<file path="config.mk">
export PLATFORM = sky130hd
export DESIGN_NAME = instr_decode_dispatch
export DESIGN_NICKNAME = d
export VERILOG_FILES = /design/src/rtl/instr_decode_dispatch.sv
export SDC_FILE = /design/constraint.sdc
export NUM_CORES = 1
export LEC_CHECK = 0
export ABC_AREA = 0
export BUFFER_PORTS_ARGS = -buffer_cell sky130_fd_sc_hd__buf_2
export CAP_MARGIN = 25
export CORE_AREA = 8 8 281 147
export DETAILED_ROUTE_END_ITERATION = 6
export DIE_AREA = 0 0 289 155
export PLACE_DENSITY = 0.7
export SYNTH_ARGS = -nofsm -noshare
export SYNTH_HDL_FRONTEND = slang
export SYNTH_SLANG_ARGS = --single-unit
</file>
<file path="constraint.sdc">
create_clock -name clk -period 3.8 [get_ports clk]
set_input_delay 0.19 -clock clk [delete_from_list [all_inputs] [get_ports clk]]
set_output_delay 0.19 -clock clk [all_outputs]
set_load 0.03 [all_outputs]
</file>
<file path="src/rtl/instr_decode_dispatch.sv">
// Buffers 64-bit instructions, decodes them and dispatches fetch / CLP-config requests; accept-to-valid 3 cycles.
// instr_ready drops only when the FIFO is full; optional macro DECODE_ERR_CNT_EN adds err_count/err_sticky.
module instr_decode_dispatch #(
  parameter int FIFO_DEPTH = 4,
  parameter int ADDR_W     = 16,
  parameter int MEM_CH     = 4,
  parameter int MAX_OUT    = 4
) (
  input  logic              clk,
  input  logic              rst,
  input  logic              instr_valid,
  output logic              instr_ready,
  input  logic [63:0]       instruction,
  output logic              fetch_valid,
  input  logic              fetch_ready,
  output logic [7:0]        fetch_type,
  output logic [ADDR_W-1:0] src_addr,
  output logic [ADDR_W-1:0] dst_addr,
  output logic [MEM_CH-1:0] mem_sel,
  output logic              feature_fetch_enable,
  output logic              weight_fetch_enable,
  input  logic              fetch_done,
  output logic              clp_valid,
  input  logic              clp_ready,
  output logic [7:0]        feature_size,
  output logic [15:0]       weight_mem_init_addr,
  output logic [15:0]       CLP_work_time,
  output logic [7:0]        scaler_mem_addr,
  output logic [2:0]        current_kernel_size,
  output logic              feature_in_select,
  output logic              feature_out_select,
  output logic [2:0]        CLP_type,
  output logic              illegal_opcode,
  output logic              idle
`ifdef DECODE_ERR_CNT_EN
  ,
  output logic [15:0]       err_count,
  output logic              err_sticky
`endif
);

  localparam int PTR_W = (FIFO_DEPTH > 1) ? $clog2(FIFO_DEPTH) : 1;
  localparam int CNT_W = PTR_W + 1;

  localparam logic [7:0] OP_NOP   = 8'h00;
  localparam logic [7:0] OP_FETCH = 8'h04;
  localparam logic [7:0] OP_CLP   = 8'h08;
  localparam logic [7:0] OP_SYNC  = 8'h10;

  typedef enum logic [2:0] {
    S_IDLE,
    S_DECODE,
    S_ISSUE_FETCH,
    S_ISSUE_CLP,
    S_WAIT_SYNC
  } state_t;

  state_t state_q;

  logic [63:0]      fifo_mem_q [FIFO_DEPTH];
  logic [PTR_W-1:0] wr_ptr_q;
  logic [PTR_W-1:0] rd_ptr_q;
  logic [CNT_W-1:0] cnt_q;
  logic             fifo_full;
  logic             fifo_empty;
  logic             push;
  logic             pop;

  logic [63:0]       dec_q;
  logic [7:0]        out_q;
  logic [7:0]        out_d;
  logic              fetch_vld_q;
  logic              clp_vld_q;
  logic              illegal_q;
  logic [7:0]        fetch_type_q;
  logic [ADDR_W-1:0] src_q;
  logic [ADDR_W-1:0] dst_q;
  logic [MEM_CH-1:0] mem_sel_q;
  logic [7:0]        feature_size_q;
  logic [15:0]       wmem_addr_q;
  logic [15:0]       work_time_q;
  logic [7:0]        scaler_q;
  logic [2:0]        kernel_q;
  logic              fin_sel_q;
  logic              fout_sel_q;
  logic [2:0]        clp_type_q;

  logic fetch_hs;
  logic done_eff;
  logic can_issue;
  logic mem_ok;

  assign fifo_full  = (cnt_q == CNT_W'(FIFO_DEPTH));
  assign fifo_empty = (cnt_q == '0);
  assign pop        = (state_q == S_IDLE) && !fifo_empty;
  // A pop in the same cycle frees a slot, so a full FIFO can still accept.
  assign instr_ready = !fifo_full || pop;
  assign push        = instr_valid && instr_ready;

  always_ff @(posedge clk) begin
    if (push) begin
      fifo_mem_q[wr_ptr_q] <= instruction;
    end
  end

  always_ff @(posedge clk or negedge rst) begin
    if (!rst) begin
      wr_ptr_q <= '0;
      rd_ptr_q <= '0;
      cnt_q    <= '0;
    end else begin
      if (push) wr_ptr_q <= wr_ptr_q + 1'b1;
      if (pop)  rd_ptr_q <= rd_ptr_q + 1'b1;
      if (push && !pop)      cnt_q <= cnt_q + 1'b1;
      else if (!push && pop) cnt_q <= cnt_q - 1'b1;
    end
  end

  // Completions with nothing outstanding are spurious and dropped.
  assign fetch_hs = fetch_vld_q && fetch_ready;
  assign done_eff = fetch_done && (out_q != 8'd0);

  always_comb begin
    out_d = out_q;
    if (fetch_hs && !done_eff)      out_d = out_q + 8'd1;
    else if (!fetch_hs && done_eff) out_d = out_q - 8'd1;
  end

  assign can_issue = (out_d < 8'(MAX_OUT));
  assign mem_ok    = ({24'd0, dec_q[15:8]} < 32'(MEM_CH));

  always_ff @(posedge clk or negedge rst) begin
    if (!rst) begin
      state_q        <= S_IDLE;
      dec_q          <= '0;
      out_q          <= '0;
      fetch_vld_q    <= 1'b0;
      clp_vld_q      <= 1'b0;
      illegal_q      <= 1'b0;
      fetch_type_q   <= '0;
      src_q          <= '0;
      dst_q          <= '0;
      mem_sel_q      <= '0;
      feature_size_q <= '0;
      wmem_addr_q    <= '0;
      work_time_q    <= '0;
      scaler_q       <= '0;
      kernel_q       <= '0;
      fin_sel_q      <= 1'b0;
      fout_sel_q     <= 1'b0;
      clp_type_q     <= '0;
    end else begin
      out_q     <= out_d;
      illegal_q <= 1'b0;
      case (state_q)
        S_IDLE: begin
          if (!fifo_empty) begin
            dec_q   <= fifo_mem_q[rd_ptr_q];
            state_q <= S_DECODE;
          end
        end
        S_DECODE: begin
          case (dec_q[63:56])
            OP_NOP: state_q <= S_IDLE;
            OP_FETCH: begin
              if (mem_ok) begin
                fetch_type_q <= dec_q[23:16];
                src_q        <= dec_q[40 +: ADDR_W];
                dst_q        <= dec_q[24 +: ADDR_W];
                mem_sel_q    <= MEM_CH'(1) << dec_q[15:8];
                fetch_vld_q  <= can_issue;
                state_q      <= S_ISSUE_FETCH;
              end else begin
                illegal_q <= 1'b1;
                state_q   <= S_IDLE;
              end
            end
            OP_CLP: begin
              feature_size_q <= dec_q[55:48];
              wmem_addr_q    <= dec_q[47:32];
              work_time_q    <= dec_q[31:16];
              scaler_q       <= dec_q[15:8];
              kernel_q       <= dec_q[7:5];
              fin_sel_q      <= dec_q[4];
              fout_sel_q     <= dec_q[3];
              clp_type_q     <= dec_q[2:0];
              clp_vld_q      <= 1'b1;
              state_q        <= S_ISSUE_CLP;
            end
            OP_SYNC: state_q <= S_WAIT_SYNC;
            default: begin
              illegal_q <= 1'b1;
              state_q   <= S_IDLE;
            end
          endcase
        end
        S_ISSUE_FETCH: begin
          if (fetch_hs) begin
            fetch_vld_q <= 1'b0;
            state_q     <= S_IDLE;
          end else begin
            fetch_vld_q <= can_issue;
          end
        end
        S_ISSUE_CLP: begin
          if (clp_ready) begin
            clp_vld_q <= 1'b0;
            state_q   <= S_IDLE;
          end
        end
        S_WAIT_SYNC: begin
          if (out_q == 8'd0) state_q <= S_IDLE;
        end
        default: state_q <= S_IDLE;
      endcase
    end
  end

  assign fetch_valid          = fetch_vld_q;
  assign fetch_type           = fetch_type_q;
  assign src_addr             = src_q;
  assign dst_addr             = dst_q;
  assign mem_sel              = mem_sel_q;
  assign feature_fetch_enable = fetch_vld_q && !fetch_type_q[0];
  assign weight_fetch_enable  = fetch_vld_q && fetch_type_q[0];
  assign clp_valid            = clp_vld_q;
  assign feature_size         = feature_size_q;
  assign weight_mem_init_addr = wmem_addr_q;
  assign CLP_work_time        = work_time_q;
  assign scaler_mem_addr      = scaler_q;
  assign current_kernel_size  = kernel_q;
  assign feature_in_select    = fin_sel_q;
  assign feature_out_select   = fout_sel_q;
  assign CLP_type             = clp_type_q;
  assign illegal_opcode       = illegal_q;
  assign idle                 = fifo_empty && (state_q == S_IDLE) && (out_q == 8'd0);

`ifdef DECODE_ERR_CNT_EN
  logic [15:0] err_cnt_q;
  logic        err_sticky_q;

  always_ff @(posedge clk or negedge rst) begin
    if (!rst) begin
      err_cnt_q    <= '0;
      err_sticky_q <= 1'b0;
    end else if (illegal_q) begin
      err_sticky_q <= 1'b1;
      if (err_cnt_q != 16'hFFFF) err_cnt_q <= err_cnt_q + 16'd1;
    end
  end

  assign err_count  = err_cnt_q;
  assign err_sticky = err_sticky_q;
`endif

endmodule

</file>
# == Word-level counts from Yosys, hierarchy flattened ==
# Memories as Yosys holds them, arrays and structs flattened. A register that Yosys moved wholly into a read port is not among the register bits.
# Cells that the tools add are included.
# totals
memories,1
ram_bits,256
register_bits,121
elab_cells,105
inputBits,70
# op_classes
n_reduce_logical,36
n_eq_ne,15
shifts,1
n_lt_le_gt_ge,2
addsub,6
n_mux,23
n_bitwise,1
# memory_table
memory,depth,width,rd,rd_clocked_by_memory_dff,write_ports,line_no,source
fifo_mem_q,4,64,1,1,1,60,logic [63:0] fifo_mem_q [FIFO_DEPTH];
# ops
op,n
3-bit 2-to-1 mux,6
8-bit zero test,2
"8-bit by 3-bit < comparator with 1-bit output, second input constant",2
8-bit 2-to-1 mux,2
3-bit one-hot mux with 5 select lines,1
1-bit logical AND,12
"2-bit != test, second input constant",6
1-bit 2-to-1 mux,9
3-bit one-hot mux with 3 select lines,1
3-bit AND reduction,3
"8-bit by 1-bit adder with 8-bit output, second input constant",1
"8-bit by 3-bit == test with 1-bit output, second input constant",1
"8-bit by 4-bit == test with 1-bit output, second input constant",1
"8-bit by 5-bit == test with 1-bit output, second input constant",1
1-bit zero test,8
8-bit nonzero test,1
"1-bit by 8-bit left shift with 4-bit output, first input constant",1
"8-bit by 1-bit subtractor with 8-bit output, second input constant",1
"3-bit by 2-bit == test with 1-bit output, second input constant",2
"3-bit == test, second input constant",2
3-bit zero test,2
1-bit one-hot mux with 2 select lines,3
2-bit nonzero test,3
"2-bit by 1-bit adder with 2-bit output, second input constant",2
other kinds (10),11

# == Longest topological paths before layout ==
# Gate-level depths: netlist of the first run.
# depth
depth_word,9
mapped_depth,12
ltp_nobuf,12

# == Worst setup path after synthesis of the first run ==
# Ideal clock, no wire load.
# synth_path
path_type,flip-flop to flip-flop
from,register state_q[0]
to,memory fifo_mem_q[1][0] (enable)
path_stages_with_launch,4
arrival_time_ns,2.775
setup_slack_ns,0.595
path_buffers,0
setup_time_ns,0.429
path_cell_list,dfrtp_1 > or3_1 > nand3_1 > and3_1
# synth_via
elab_chain_len,6
# synth_lines
element,line_no,source
"start, declared",58,state_t state_q;
"start signal, assigned",134,state_q <= S_IDLE;
"start signal, assigned",159,state_q <= S_DECODE;
"start signal, assigned",164,OP_NOP: state_q <= S_IDLE;
3-bit zero test,95,assign pop = (state_q == S_IDLE) && !fifo_empty;
1-bit logical AND,95,
1-bit logical OR,97,assign instr_ready = !fifo_full || pop;
named net instr_ready,12,"output logic instr_ready,"
1-bit logical AND,98,assign push = instr_valid && instr_ready;
1-bit 2-to-1 mux,101,if (push) begin
1-bit 2-to-1 mux (implied by the code),102,fifo_mem_q[wr_ptr_q] <= instruction;
"end, declared",60,
# The timed path passes the listed nets, and every way through them passes these cells.

# == Worst setup path after layout of the first run ==
# layout_path
from,register out_q[2]
to,register fetch_vld_q (netlist: fetch_valid)
# layout_via
elab_chain_len,9
# layout_lines
element,line_no,source
"start, declared",70,logic [7:0] out_q;
"start signal, assigned",153,out_q <= out_d;
branches (longest 4 deep; another with 8-bit by 1-bit subtractor with 8-bit output),-,
8-bit 2-to-1 mux *,125,if (fetch_hs && !done_eff) out_d = out_q + 8'd1;
named net out_d[4],71,logic [7:0] out_d;
8-bit by 3-bit < comparator with 1-bit output *,129,assign can_issue = (out_d < 8'(MAX_OUT));
1-bit 2-to-1 mux,166,if (mem_ok) begin
1-bit 2-to-1 mux,163,case (dec_q[63:56])
1-bit one-hot mux with 2 select lines *,155,case (state_q)
"end signal, assigned",171,fetch_vld_q <= can_issue;
"end signal, assigned",202,fetch_vld_q <= can_issue;
"end, declared",72,logic fetch_vld_q;
# Mark *: on every way through the listed nets, which the timed path passes. The select of a mux whose other input is x is not followed.
# A chain may end at the register's enable or synchronous reset.

==> flow_summary_export.csv, run 1 <==
group,metric,value,unit
status,outcome,"completed",
cts,cts_buffers,40,
pwr,peakVddDrop,302.4,uV
cts,holdBufCountCts,66,
logic_synthesis,synth-edff-count,256,
timing,rsz0062_at_grt,"no",
timing,slew_headroom,0.5371,
cells_and_area,drive_above_1_share,0.4129,
worst_setup_path,crit_type,"reg -> reg",
floorplanning,core_area,0.03778,sq mm
logic_synthesis,synth_compound_area_frac,0.009449,
pwr,p_per_area,714.7,mW/mm^2
logic_synthesis,syn_inst,824,
logic_synthesis,ys_top_cells_by_area,"edfxtp_1, dfrtp_1, mux2_2",
logic_synthesis,synth_top_family_by_area,"multiplexers",
timing,worst_pin_slew,0.6944,ns
cells_and_area,fin_area,0.02006,sq mm
logic_synthesis,synth_flop_cell,"edfxtp_1",
logic_synthesis,syn_area,0.01655,sq mm
logic_synthesis,synth_most_common_cell,"edfxtp_1",
logic_synthesis,yosys-top-cells-count,"edfxtp_1, dfrtp_1, mux2_2",
min_path,hold_class,"in -> reg",
timing,final.setup.tns,0,ns
global_routing,grt_max_degree,107,
cts,clk_pin_slew,0.06,ns
logic_synthesis,yosys_warnings,0,
logic_synthesis,seq_area_frac_synth,0.7441,
placement,place_hpwl,20.86,mm
global_routing,use_met2,0.2392,
run,maxCapViolations,0,
logic_synthesis,synth_area_per_cell,20.09,sq um
route,drt_iter0_markers,450,
timing,fmax,0.3163,GHz
logic_synthesis,synth_fa_ha_area_frac,0.008769,
global_routing,grt_use_met1,0.2089,
floorplanning,die_w,289,um
cts,cts_root_buf,"clkbuf_16",
logic_synthesis,synth_xor_xnor_area_share,0.005291,
cts,cts_setup_buffers,0,
placement,port_buffers,176,
route,drc_errors,0,
logic_synthesis,async_flop_share,0.4195,
route,route.antenna.remaining_nets,0,
global_routing,grt_pass1_vias,9025,
timing,hold_viol_final,0,
floorplanning,num_rows,51,
cts,htreeDepth,2,
global_routing,antenna_found_initial,3,
cells_and_area,syn2layout_area_growth,21.20,%
placement,place_ws,0.6951,ns
logic_synthesis,synthSimpleGateAreaFrac,0.02540,
worst_setup_path,cp-start-kind,"flop",
pwr,p_leak,8.132,nW
worst_setup_path,critPathCaptureType,"flop",
worst_setup_path,crit_fanout,11,
placement,dpl_cell_area,0.01813,sq mm
logic_synthesis,synth_cell_types,51,
route,finalWirelength,32.87,mm
global_routing,grt_busiest_layer,"met2",
logic_synthesis,muxShareOfSynthArea,0.1959,
timing,fin_ws,0.6385,ns
timing,setup_viol_count_final,0,
cells_and_area,stdcell_count,1623,
global_routing,grt_pass1_wl,52.95,mm
pwr,p_total,14.34,mW
cts,clk_latency,0.54,ns
route,first_pass_iters,4,
global_routing,groute.usage.overall,0.1495,
floorplanning,die_y,155,um
global_routing,overflow,0,
placement,dp_cells,1482,
worst_setup_path,crit_arrival,3.61,ns
global_routing,gr-usage-met3,0.03771,
cts,numClockSinks,441,
cts,cts_resized,0,
cts,cts.path.max_buffers,3,
timing,fin_skew,0.02009,ns
logic_synthesis,syn_nets,905,
timing,post-route-min-period,3.162,ns
route,vias_per_cell,5.092,
worst_setup_path,required,4.25,ns
placement,gp_congestion,0.7703,
floorplanning,initial_core_util,0.4382,
cells_and_area,utilization,0.5310,
cells_and_area,nNetsFinal,1169,
timing,report.final.slew_viol_count,0,
floorplanning,ioPinCount,177,
cts,cts_tree,"built",
logic_synthesis,synth.ff_latch_count,441,
logic_synthesis,yosysTopAreaCell,"edfxtp_1",
timing,fin_hold_ws,0.1145,ns
logic_synthesis,netlist.area_leader.share,0.4644,
route,vias,8264,
route,wl_per_cell,20.25,um
timing,finalCritPeriodShare,0.8320,
floorplanning,die_area,0.04480,sq mm
==> layout by cell type, fill, tap and decap left out, drive strengths merged, types with 3 or more instances in the layout <==
cell and n:
edfxtp 256, buf 188, dfrtp 185, mux2 160, dlygate4sd3 66, mux4 64, clkbuf 58, nand2 16
inv 11, ha 10, nor2 10, clkinv 10, o21ai 9, xor2 6, or4 6, nand3 6
and3 5, nor3 4, xnor2 4, nand2b 3, nand3b 3, nor2b 3, nor3b 3
==> sequential cells by signal, indices dropped and copies added (netlist names), 3 cells and up <==
| signal | cells |
|---|---|
| dst_addr | 16 |
| weight_mem_init_addr | 16 |
| mem_sel | 4 |
| current_kernel_size | 3 |
| src_addr | 16 |
| scaler_mem_addr | 8 |
| state_q | 3 |
| out_q | 8 |
| fetch_type | 8 |
| feature_size | 8 |
| CLP_type | 3 |
| fifo_mem_q | 256 |
| CLP_work_time | 16 |
| dec_q | 64 |
| cnt_q | 3 |
==> per-layer routing <==
metal	wire length, um	part of all wire
met1	15310	0.47
met2	15450	0.47
met3	1688	0.051
met4	412	0.013
met5	9	0.00027
==> where the power goes <==
part,switching (mW),internal [mW],leakage [nW]
combinational,1.70,1.83,2.80
clock,1.70,2.16,0.600
sequential,0.704,6.25,4.73
==> worst paths after layout <==
| check | startpoint | to | slack [ns] | depth (start not counted) |
|---|---|---|---|---|
| min in group asynchronous | rst | dec_q[53] | 0.24 | 2 |
| worst max-delay path | out_q[2] | fetch_valid | 0.64 | 9 |
| max in group asynchronous | rst | rd_ptr_q[0] | 2.46 | 3 |
| worst min register to register | CLP_work_time[12] | CLP_work_time[12] | 0.48 | 1 |
| worst min-delay path | fetch_ready | state_q[1] | 0.11 | 4 |
| worst max register to register | out_q[2] | fetch_valid | 0.64 | 9 |
==> kinds of logic after synthesis <==
logic type                 Yosys count
buffers and inverters               42
adders and majority gates           11
DFF                                441
muxes                              224
and+or+nand+nor                     72
AOI/OAI and AO/OA                   24
xor gates and xnor gates            10
==> layout make-up <==
| class | instances | area (sq um) |
|---|---|---|
| repair buffers | 255 | 1743 |
| inverters | 9 | 33.78 |
| diodes | 1 | 2.502 |
| fillers | 3019 | 17720 |
| multi-input cells | 341 | 4093 |
| flip-flops and latches | 441 | 12320 |
| clock buffers | 57 | 1096 |
| well taps | 503 | 629.4 |
| clock inverters | 16 | 138.9 |
==> critical path, cell delays in order, from the launching register on <==
cell      delay, ns
dfrtp_1        0.46
or3_1          0.42
or4_1          0.54
nand2_1        0.12
ha_1           0.35
nand3b_1       0.23
o31ai_1        0.10
xor2_1         0.17
or4_1          0.53
o21ai_0        0.16
Power figures use the tool's default switching activity.
==> inputs of run 2 (changes only) <==
Settings changed: ABC_AREA 0 to 1, CORE_AREA 8 8 281 147 to 8 8 285 149, DIE_AREA 0 0 289 155 to 0 0 293 157, PLACE_DENSITY 0.7 to 0.73.
Clock period 3.8 ns to 2.9 ns, I/O delays scaled along.
==> flow_summary_export.csv, run 2 <==
group,metric,value,unit
status,outcome,"completed",
pwr,p_sw,7.603,mW
timing,slew_headroom,0.4586,
global_routing,grt_max_degree,91,
cells_and_area,mostFrequentLayoutCell,"edfxtp_1",
pwr,p_leak,8.490,nW
logic_synthesis,yosys-top-cells-count,"edfxtp_1, o21ai_0, dfrtp_1",
floorplanning,num_rows,51,
route,first_pass_iters,5,
cells_and_area,drive_above_1_share,0.2061,
logic_synthesis,ys_top_cells_by_area,"edfxtp_1, dfrtp_1, o21ai_0",
logic_synthesis,syn_nets,1492,
worst_setup_path,crit_arrival,2.91,ns
logic_synthesis,yosysTopAreaCell,"edfxtp_1",
pwr,p_total,21.20,mW
min_path,hold_path_end,"out_q[1]",
cts,cts_tree,"built",
timing,setup_viol_count_final,0,
cts,clk_pin_slew,0.06,ns
cts,holdBufCountCts,67,
route,route.antenna.remaining_nets,0,
pwr,peakVddDrop,513.3,uV
global_routing,grt_pass1_wl,62.68,mm
cts,numClockSinks,441,
floorplanning,die_area,0.04600,sq mm
cells_and_area,largestRegisters,"fifo_mem_q: 256 flops, dec_q: 64 flops",
worst_setup_path,rrSetupSlack,0.46,ns
cts,cts_resized,0,
route,drc_errors,0,
global_routing,overflow,0,
logic_synthesis,synth_cell_types,38,
worst_setup_path,crit_family,"simple AND/OR/NAND/NOR gates",
pwr,switching_share,0.3587,
timing,post-route-min-period,2.439,ns
pwr,p_per_area,1028,mW/mm^2
logic_synthesis,synth_compound_area_frac,0.1210,
route,vias_per_cell,5.058,
logic_synthesis,synth.ff_latch_count,441,
floorplanning,initial_core_util,0.4439,
global_routing,grt_pass1_vias,11160,
cts,cts_buffers,41,
placement,port_buffers,176,
timing,rsz0062_at_grt,"no",
cells_and_area,layout_common_cells,"edfxtp_1, o21ai_0, nand2_1, dfrtp_1, buf_2",
floorplanning,ioPinCount,177,
pwr,internal_power,13.59,mW
logic_synthesis,async_flop_share,0.4195,
timing,fin_skew,0.02867,ns
logic_synthesis,muxShareOfSynthArea,0.0006615,
min_path,hold_class,"in -> reg",
timing,worst_pin_slew,0.8122,ns
route,finalWirelength,38.96,mm
timing,hold_viol_final,0,
worst_setup_path,ff2ff_path_depth,12,
cells_and_area,stdcell_count,2211,
logic_synthesis,synthSimpleGateAreaFrac,0.1007,
logic_synthesis,synth_top_family_by_area,"compound AO/OA/AOI/OAI gates",
worst_setup_path,required,3.37,ns
logic_synthesis,synth-edff-count,256,
logic_synthesis,synth_flop_cell,"edfxtp_1",
pwr,seq_power_share,0.414,
worst_setup_path,critPathCaptureType,"flop",
worst_setup_path,crit_type,"reg -> reg",
logic_synthesis,synth_area_per_cell,12.06,sq um
route,vias,11180,
worst_setup_path,critical-path-max-stage-delay,0.47,ns
worst_setup_path,worstPathCellList,"nor2_1 > nand4_1 > nand2_1 > ha_1 > inv_1 > o21ai_0 > nand2_1 > nand2_1 > nand2_1 > nor2_1 > nand3_1 > nand2_1",
cts,clk_latency,0.56,ns
timing,fmax,0.4100,GHz
logic_synthesis,synth_xor_xnor_area_share,0.002058,
global_routing,antenna_found_initial,2,
worst_setup_path,crit_top_cell,"nand2_1",
cts,cts_root_buf,"clkbuf_16",
cts,htreeDepth,2,
cts,cts_setup_buffers,0,
global_routing,groute.usage.overall,0.1690,
worst_setup_path,crit_fanout,11,
min_path,hp-start,"fetch_done",
worst_setup_path,path_buf_inv,1,
floorplanning,die_y,157,um
route,drt_iter0_markers,814,
pwr,p_comb_frac,0.319,
logic_synthesis,syn_area,0.01702,sq mm
logic_synthesis,netlist.area_leader.share,0.4516,
worst_setup_path,cp-start-kind,"flop",
floorplanning,core_area,0.03835,sq mm
route,wl_per_cell,17.62,um
cells_and_area,nNetsFinal,1727,
floorplanning,die_w,293,um
logic_synthesis,synth_fa_ha_area_frac,0.008526,
cells_and_area,largest_reg_flops,256,
placement,dp_cells,2066,
min_path,whs_path_depth,4,
cells_and_area,syn2layout_area_growth,21.13,%
cts,cts.path.max_buffers,3,
run,maxCapViolations,0,
timing,finalCritPeriodShare,0.8410,
placement,place_hpwl,23.85,mm
placement,gp_congestion,0.8039,
pwr,p_clk_frac,0.267,
worst_setup_path,reg2reg_from,"out_q[2]",
logic_synthesis,syn_inst,1411,
worst_setup_path,r2r-end,"fetch_valid",
worst_setup_path,critPathSlowestCell,"dfrtp_1",
timing,report.final.slew_viol_count,0,
cells_and_area,regMostFlops,"fifo_mem_q",
logic_synthesis,yosys_warnings,0,
logic_synthesis,seq_area_frac_synth,0.7236,
logic_synthesis,synth_most_common_cell,"edfxtp_1",
## run 2: cell families (layout without fill, tap and decap cells)
kind of cell | after synthesis | count (layout)
muxes | 1 | 1
xor gates and xnor gates | 4 | 4
adders and majority gates | 11 | 11
other | 0 | 2
buffers and inverters | 170 | 438
and+or+nand+nor | 417 | 417
DFF | 441 | 441
AOI/OAI and AO/OA | 367 | 367
## run 2: worst register-to-register path, cell delays in order (launching register included)
cell,delay (ns)
dfrtp_1,0.47
nor2_1,0.22
nand4_1,0.18
nand2_1,0.13
ha_1,0.37
inv_1,0.12
o21ai_0,0.40
nand2_1,0.11
nand2_1,0.07
nand2_1,0.07
nor2_1,0.10
nand3_1,0.07
nand2_1,0.06
## run 2: per-stage QoR
step                setup slack, ns  hold slack [ns]  utilization  instance area (sq um)  TNS (ns)
CTS                          0.4824           0.1004       0.5375                  20610         0
global placement             0.6475           0.2561       0.4830                  18520         0
finish                       0.4612           0.1207       0.5377                  20620         0
floorplan                   -0.4004          -0.1506            -                  17030   -102.51
detailed placement           0.5213           0.2601       0.4830                  18520         0
global route                 0.1314           0.1424       0.5377                  20620         0
## run 2: power groups by stage
stage	Combinational, mW	Sequential, mW	Clock, mW
after floorplan	4.44	9.27	0
after global placement	6.57	8.86	0
after detailed placement	6.74	8.90	0
after CTS	6.85	8.78	5.79
after global routing	7.59	8.93	6.04
final	6.76	8.78	5.65
## run 2: area by class of cell
type	instances	area, sq um
clock buffers	55	1150
diodes	2	5.005
fillers	3238	17730
multi-input cells	800	4008
flip-flops and latches	441	12320
clock inverters	21	272.8
well taps	530	663.1
inverters	93	356.6
repair buffers	269	1843
## run 2: how the worst max path moves through the flow
| stage | from | endpoint | slack, ns | depth (start not counted) |
|---|---|---|---|---|
| floorplan | state_q[1] | fifo_mem_q[0][0] | -0.40 | 5 |
| global placement | out_q[0] | fetch_valid | 0.65 | 13 |
| detailed placement | out_q[0] | fetch_valid | 0.52 | 13 |
| CTS | out_q[0] | fetch_valid | 0.48 | 13 |
| global route | out_q[0] | fetch_valid | 0.13 | 13 |
| finish | out_q[2] | fetch_valid | 0.46 | 12 |
## run 2: layer usage
layer,track usage,wire (um),vias up
met4,0.04303,882,0
met2,0.2748,18200,241
met1,0.2319,17940,5524
met3,0.03515,1947,57
li1,-,-,5362
met5,0,0,-
==> inputs of run 3 (changes only) <==
Clock period 2.9 ns to 2.1 ns, I/O delays scaled along.
==> flow_summary_export.csv, run 3 (same netlist as run 2, synthesis figures left out) <==
group,metric,value,unit
status,outcome,"completed",
timing,setup_viol_count_final,0,
timing,rsz0062_at_grt,"yes",
route,top_layer,"met4",
worst_setup_path,critical-path-max-stage-delay,0.42,ns
cells_and_area,drive_above_1_share,0.2244,
cells_and_area,layout_common_cells,"edfxtp_1, o21ai_0, dfrtp_1, nand2_1, buf_2",
global_routing,grt_pass1_wl,62.88,mm
pwr,p_leak,8.603,nW
cells_and_area,fin_area,0.02094,sq mm
worst_setup_path,crit_type,"reg -> reg",
worst_setup_path,cp-start-kind,"flop",
cts,cts_buffers,40,
placement,place_ws,-0.1301,ns
cts,cts_tree,"built",
timing,final.setup.tns,0,ns
worst_setup_path,critPathCaptureType,"flop",
pwr,peakVddDrop,863.2,uV
min_path,hold_class,"in -> reg",
route,wl_met3,1.906,mm
worst_setup_path,crit_arrival,2.44,ns
route,route.antenna.remaining_nets,0,
worst_setup_path,worstPathCellList,"nor3_2 > inv_1 > or2_1 > ha_2 > inv_2 > fa_1 > mux2_4",
floorplanning,initial_core_util,0.4439,
worst_setup_path,path_buf_inv,2,
global_routing,groute.usage.overall,0.1700,
worst_setup_path,critPathSlowestCell,"dfrtp_1",
timing,finalCritPeriodShare,0.9612,
floorplanning,die_area,0.04600,sq mm
route,vias,11240,
timing,fmax,0.4954,GHz
timing,hold_viol_final,0,
floorplanning,ioPinCount,177,
cts,cts.path.max_buffers,3,
route,first_pass_iters,5,
cts,cts_root_buf,"clkbuf_16",
global_routing,antenna_found_initial,2,
cells_and_area,mostFrequentLayoutCell,"edfxtp_1",
global_routing,overflow,0,
timing,report.final.slew_viol_count,0,
route,drc_errors,0,
worst_setup_path,crit_fanout,4,
global_routing,grt_pass1_vias,11410,
route,drt_iter0_markers,898,
route,met1_length,17.77,mm
timing,worst_pin_slew,0.5240,ns
route,wl_per_cell,17.66,um
cts,clk_pin_slew,0.06,ns
placement,place_hpwl,25.03,mm
placement,dpl_cell_area,0.01886,sq mm
cells_and_area,largest_reg_flops,256,
cells_and_area,syn2layout_area_growth,23.02,%
floorplanning,die_y,157,um
cells_and_area,num-fill-cells,3201,
timing,post-route-min-period,2.018,ns
cts,numClockSinks,441,
route,finalWirelength,39.38,mm
timing,fin_skew,0.02628,ns
cells_and_area,nNetsFinal,1747,
route,met2_length,19.10,mm
global_routing,grt_max_degree,79,
route,vias_per_cell,5.040,
worst_setup_path,required,2.52,ns
placement,gp_congestion,0.8403,
pwr,p_per_area,1408,mW/mm^2
placement,port_buffers,176,
cts,clk_latency,0.56,ns
floorplanning,die_w,293,um
cells_and_area,largestRegisters,"fifo_mem_q: 256 flops, dec_q: 64 flops",
cells_and_area,regMostFlops,"fifo_mem_q",
floorplanning,num_rows,51,
cts,htreeDepth,2,
floorplanning,core_area,0.03835,sq mm
run,maxCapViolations,0,
timing,slew_headroom,0.6506,
timing,fin_ws,0.08153,ns
worst_setup_path,crit_family,"adder cells",
-- run 3: changes by cell type in the layout (fill, tap and decap cells not counted), sizes merged --
cell    change
inv         -1
bufinv      -1
clkbuf      -2
buf        +21
clkinv      +2
-- run 3: cell type report --
class                      count  area [sq um]  share of cell area
sequential                   441         12320              0.5884
multi-input combinational    800          4106              0.1961
timing repair buffer         290          2201              0.1051
clock buffer                  53          1050             0.05013
tap                          530         663.1             0.03167
inverter                      93         356.6             0.01703
clock inverter                21         237.7             0.01135
antenna                        2         5.005           0.0002390
-- run 3: metrics by stage --
stage          hold slack, ns  utilization  std cells  power, mW
2_1_floorplan         -0.1906            -       1411      18.96
3_3_place_gp          0.06842       0.4919       2081      21.76
3_5_place_dp          0.06811       0.4919       2081      22.12
4_1_cts               0.03889       0.5431       2222      29.61
5_1_grt               0.03071       0.5461       2230      31.33
6_report              0.03367       0.5461       2230      29.48
-- run 3: worst paths after layout --
| check | slack [ns] | cells after the start | endpoint | start |
|---|---|---|---|---|
| min reg2reg | 0.48 | 2 | scaler_mem_addr[1] | scaler_mem_addr[1] |
| max | 0.08 | 7 | cnt_q[1] | state_q[1] |
| min in group asynchronous | 0.06 | 2 | dec_q[45] | rst |
| max reg2reg | 0.08 | 7 | cnt_q[1] | state_q[1] |
| min | 0.03 | 4 | out_q[0] | fetch_done |
| max in group asynchronous | 1.27 | 3 | out_q[2] | rst |
-- run 3: timing repair --
action | CTS | global route
resized for setup | 3 | 22
pin swaps | 0 | 15
endpoints found under the hold margin | 445 | 0
setup endpoints to repair | 1 | 4
setup buffers | 0 | 6
hold buffers | 67 | 0
-- run 3: per-layer routing --
| layer | vias to the layer above | GRT usage |
|---|---|---|
| met5 | - | 0 |
| met4 | 0 | 0.03809 |
| met3 | 54 | 0.03234 |
| met2 | 278 | 0.2826 |
| met1 | 5511 | 0.2319 |
| li1 | 5397 | - |
-- run 3: power breakdown --
group | total [mW] | switching (mW) | leakage, nW | internal, mW
Combinational | 10.1 | 6.68 | 3.22 | 3.39
Sequential | 12.1 | 0.721 | 4.77 | 11.4
Clock | 7.29 | 3.22 | 0.616 | 4.07
-- run 3: worst register-to-register path: cells and delay by family, from the launching register on --
kind | cells | cell delay [ns]
flops | 1 | 0.42
fa+ha+maj | 2 | 0.59
simple gates | 2 | 0.47
mux | 1 | 0.28
buf+inv | 2 | 0.15
